[config.mk]
export PLATFORM = sky130hd
export DESIGN_NAME = am2940_nibble_reader
export DESIGN_NICKNAME = d
export VERILOG_FILES = /design/src/rtl/am2940_nibble_reader.sv
export SDC_FILE = /design/constraint.sdc
export NUM_CORES = 1
export LEC_CHECK = 0
export ABC_AREA = 1
export CORE_MARGIN = 8
export CORE_UTILIZATION = 23
export CTS_CLUSTER_SIZE = 12
export DETAILED_ROUTE_END_ITERATION = 8
export HOLD_SLACK_MARGIN = 0.12
export SLEW_MARGIN = 10
export SYNTH_ARGS = -nofsm -noshare
export SYNTH_HDL_FRONTEND = slang
export SYNTH_SLANG_ARGS = --single-unit
[constraint.sdc]
create_clock -name clk -period 2.9 [get_ports clk]
set_clock_uncertainty 0.05 [all_clocks]
set_input_delay 0.29 -clock clk [delete_from_list [all_inputs] [get_ports clk]]
set_output_delay 0.29 -clock clk [all_outputs]
set_load 0.02 [all_outputs]
[src/rtl/am2940_nibble_reader.sv]
// Nibble-serial read port: captures one of four 8-bit source registers on a
// plrd falling edge and presents it low nibble first, handshaked by dready.
// Optional build macro: AM2940_RD_PARITY_EN (even parity on dpar).
module am2940_nibble_reader (
    input  logic       clk,
    input  logic       rst_n,
    input  logic       plrd,
    input  logic [1:0] sel,
    input  logic [7:0] acnt,
    input  logic [7:0] areg,
    input  logic [7:0] wcnt,
    input  logic [7:0] wreg,
    input  logic       dready,
    output logic [3:0] dout,
    output logic       dvalid,
    output logic       dpar,
    output logic       busy,
    output logic       done
);

    // state | meaning
    // IDLE  | waiting for a plrd falling edge
    // LOW   | presenting shadow[3:0] until dready
    // HIGH  | presenting shadow[7:4] until dready
    // DONE  | one-cycle completion pulse, then back to IDLE
    typedef enum logic [1:0] {
        IDLE = 2'd0,
        LOW  = 2'd1,
        HIGH = 2'd2,
        DONE = 2'd3
    } state_t;

    state_t     state;
    state_t     state_nxt;
    logic       plrd_q;
    logic [7:0] shadow;
    logic [7:0] src_sel;
    logic       start;

    always_comb begin
        src_sel = acnt;
        case (sel)
            2'b00:   src_sel = acnt;
            2'b01:   src_sel = areg;
            2'b10:   src_sel = wcnt;
            2'b11:   src_sel = wreg;
            default: src_sel = acnt;
        endcase
    end

    // Edges seen outside IDLE are dropped, and plrd_q still tracks plrd, so a
    // strobe held low through a whole read cannot retrigger on return to IDLE.
    assign start = (state == IDLE) && !plrd && plrd_q;

    always_ff @(posedge clk) begin
        if (!rst_n) begin
            state  <= IDLE;
            plrd_q <= 1'b1;
            shadow <= 8'h00;
        end else begin
            state  <= state_nxt;
            plrd_q <= plrd;
            if (start) begin
                shadow <= src_sel;
            end
        end
    end

    always_comb begin
        state_nxt = state;
        case (state)
            IDLE:    if (start)  state_nxt = LOW;
            LOW:     if (dready) state_nxt = HIGH;
            HIGH:    if (dready) state_nxt = DONE;
            DONE:    state_nxt = IDLE;
            default: state_nxt = IDLE;
        endcase
    end

    always_comb begin
        dout   = 4'h0;
        dvalid = 1'b0;
        busy   = 1'b0;
        done   = 1'b0;
        case (state)
            IDLE: ;
            LOW: begin
                dout   = shadow[3:0];
                dvalid = 1'b1;
                busy   = 1'b1;
            end
            HIGH: begin
                dout   = shadow[7:4];
                dvalid = 1'b1;
                busy   = 1'b1;
            end
            DONE: begin
                busy = 1'b1;
                done = 1'b1;
            end
            default: ;
        endcase
    end

`ifdef AM2940_RD_PARITY_EN
    assign dpar = dvalid & (^dout);
`else
    assign dpar = 1'b0;
`endif

endmodule
==> metrics.md <==
| Metric | Value |
|---|---|
| Outcome | finished, final reports clean |
| Share of cells above drive strength 1 | 6.32% |
| Number of register bits inferred by synthesis | 11 |
| Share of the synthesized area in compound gates (AO/OA/AOI/OAI) | 14.8% |
| Setup repair after global routing missed its margin | no |
| Average instance area after synthesis | 6.17 sq um |
| Number of nets in the finished design | 234 |
| Power density over cell area | 536 nW/um^2 |
| Antenna cell count | 0 |
| Worst hold path class | reg2reg |
| Total of cells resized after clock tree synthesis | 0 |
| Capturing element type of the critical path | primary output |
| Max Cap Violations | 0 |
| Overall die height | 78.4 um |
| Data arrival time at the worst-slack endpoint | 1.86 ns |
| Number of port buffers | 44 |
| Standby leakage power | 0.620 nW |
| Post-Synth Adder-Cell Area | 6.99% |
| CTS Root Buffer Type | sky130_fd_sc_hd__clkbuf_8 |
| Clock buffer depth | 2 |
| Row count | 22 |
| Combined global-route utilization of all metal layers | 8.68% |
| Total via count in the routed design | 995 |
| Initial Util | 24.3% |
| Required time at the worst-slack endpoint | 2.56 ns |
| Count of fill cells added during filler insertion | 406 |
| Number of nets with antenna violations after detailed routing | 0 |
| Insertion delay to the later sink of the worst-skew pair | 0.24 ns |
| HP Start | shadow[0]$_SDFFE_PN0P_ |
| Part of the total power dissipated in sequential elements | 26.5% |
| Maximum fanout along the worst path | 4 |
| Drt wl/cell | 10.5 um |
| Maximum number of pins on one net before global-route repair | 14 |
| Peak supply drop | 0.209 mV |
| Capture instance of the worst register-to-register path | state[0]$_SDFFE_PN0P_ |
| Number of cells on the worst reg-to-reg path | 7 |
| Ports | 46 |
| H-tree depth | 1 |
| TritonCTS clock tree | done |
| CTS sink cnt | 11 |
| R2r setup slk | 1.45 ns |
| Antenna violations before repair | 0 |
| Final core area utilization | 38.3% |
| Accumulated negative setup slack | 0 ns |
| Inserted Clock Buffers | 3 |
| Clock-pin slew reported for the worst setup and hold paths after clock tree synthesis | 0.05 ns |
| Share of total power in the clock network | 20.1% |
| Worst hold path depth | 2 |
| DIE WIDTH | 78.4 um |
| Via density per instance | 4.18 |
| Simple-gate share of the synthesized area | 39.0% |
| Share of cell area taken by muxes after synthesis | 0% |
| Number of endpoints failing setup at the final stage | 0 |
| Post-synthesis cell count | 145 |
| Worst reg2reg startpoint | state[0]$_SDFFE_PN0P_ |
| Share of the yosys chip area belonging to registers | 24.6% |
| Hold violation count in the final report | 0 |
| Iteration-0 DRC count of the detailed router | 20 |
| Placeable core region | 3690 sq um |
| DRC violations left | 0 |
| Switching portion of total power | 40.1% |
| Number of buffers inserted to repair setup after CTS | 0 |
| First-pass GRT wire length | 4.35 mm |
| Router iterations before antenna repair | 4 |
| F_max | 455 MHz |
| Crit share post-route | 75.8% |
| Vias in the first global route | 1037 |
| Layout area overhead | 57.8% |
| Power after layout | 0.000757 W |
| Distinct cell type count after synthesis | 18 |
| # hold bufs at CTS | 0 |
| Largest family of logic cells by synthesized area | simple AND/OR/NAND/NOR gates |
| Max Transition Viols Final | 0 |
| Time the worst path needs with I/O delays and setup | 2.20 ns |
| Syn Std Cell Area | 895 sq um |
| Net switching power of the design | 0.000304 W |
| DPL Wire Length | 2.15 mm |
| Post-Route Hold Slack | 0.418 ns |
| Internal cell power | 0.000453 W |
| Total Wirelength | 2.50 mm |
| Sink of the worst hold path | shadow[0]$_SDFFE_PN0P_ |
| Post-synthesis xor/xnor area fraction | 0% |
| Number of warning messages in the yosys log | 0 |
| Combinational share of power | 53.4% |
| Worst setup path category | reg2out |
| Critical Path Source Type | flop |
| Total Die Area | 6140 sq um |
| Number of nets in the synthesized netlist | 188 |
| RD Place Congestion | 0.780 |
| GRT overflow | 0 |
kinds of logic (layout without fill, tap and decap cells):
| family | after synthesis | after routing |
|---|---|---|
| flops | 11 | 11 |
| other cells | 1 | 1 |
| fa+ha+maj | 5 | 5 |
| compound gates | 22 | 22 |
| buf+inv | 28 | 73 |
| simple gates | 78 | 78 |
through the flow:
| step | worst slack (ns) | cell area, sq um | std cells |
|---|---|---|---|
| 6_report | 0.703 | 1410 | 238 |
| 3_3_place_gp | 0.977 | 1370 | 234 |
| 4_1_cts | 0.683 | 1410 | 238 |
| 2_1_floorplan | 1.27 | 895 | 145 |
| 3_5_place_dp | 0.946 | 1370 | 234 |
| 5_1_grt | 0.523 | 1410 | 238 |
power groups by stage:
stage | registers [W] | logic (W) | clock network [W]
global route | 0.000206 | 0.000455 | 0.000166
CTS | 0.000201 | 0.000410 | 0.000158
global placement | 0.000203 | 0.000407 | 0
detailed placement | 0.000204 | 0.000408 | 0
finish | 0.000201 | 0.000404 | 0.000152
floorplan | 0.000199 | 0.000264 | 0
routing by layer:
metal / part of all wire, % / track usage [%] / vias up
met3: 4.3 / 3.08 / 2
met2: 52 / 15.7 / 20
li1: - / - / 543
met5: 0 / 0 / -
met1: 43 / 8.96 / 430
met4: 0.68 / 3.33 / 0
cell usage after synthesis (all sizes together):
master / n / area share [%]
o21bai: 9 / 7.6
conb: 1 / 0.42
nand2: 56 / 24
dfxtp: 11 / 25
buf: 3 / 3.4
nor2: 3 / 2.9
a21oi: 13 / 7.3
ha: 5 / 7.0
clkinv: 6 / 2.8
nand3: 18 / 11
inv: 19 / 8.0
nor3: 1 / 0.56
critical path: stages, from the launching register on:
cell and delay [ns]:
sky130_fd_sc_hd__dfxtp_1 0.35, sky130_fd_sc_hd__inv_1 0.09, sky130_fd_sc_hd__ha_1 0.32, sky130_fd_sc_hd__inv_1 0.09
sky130_fd_sc_hd__a21oi_1 0.14, sky130_fd_sc_hd__clkdlybuf4s50_1 0.63
area by class of cell:
class                      instances  area, sq um  share of cell area [%]
multi-input combinational        106          548                    38.8
sequential                        11          220                    15.6
inverter                          25         96.3                    6.83
tap                               48         60.1                    4.26
clock buffer                       3         41.3                    2.93
timing repair buffer              44          440                    31.2
clock inverter                     1         5.00                   0.355
how the worst max path moves through the flow:
stage               depth (start not counted)  endpoint                   from  slack (ns)
floorplan                                   4   dout[0]  state[1]$_SDFFE_PN0P_        1.27
global placement                            5   dout[1]  state[1]$_SDFFE_PN0P_        0.98
detailed placement                          5   dout[1]  state[0]$_SDFFE_PN0P_        0.95
CTS                                         5   dout[2]  state[0]$_SDFFE_PN0P_        0.68
global route                                5   dout[2]  state[1]$_SDFFE_PN0P_        0.52
finish                                      5   dout[2]  state[0]$_SDFFE_PN0P_        0.70
flip-flops by register name (all words and copies together) (netlist names):
name / cells
state: 2
shadow: 8
plrd_q: 1
cell usage in the layout (no fill, tap or decap), drive strengths merged:
cell type,count
clkbuf,3
inv,19
ha,5
dfxtp,11
clkinv,7
nand2,56
nor3,1
nand3,18
conb,1
clkdlybuf4s50,44
a21oi,13
o21bai,9
nor2,3
(Power assumes the default switching activity.)
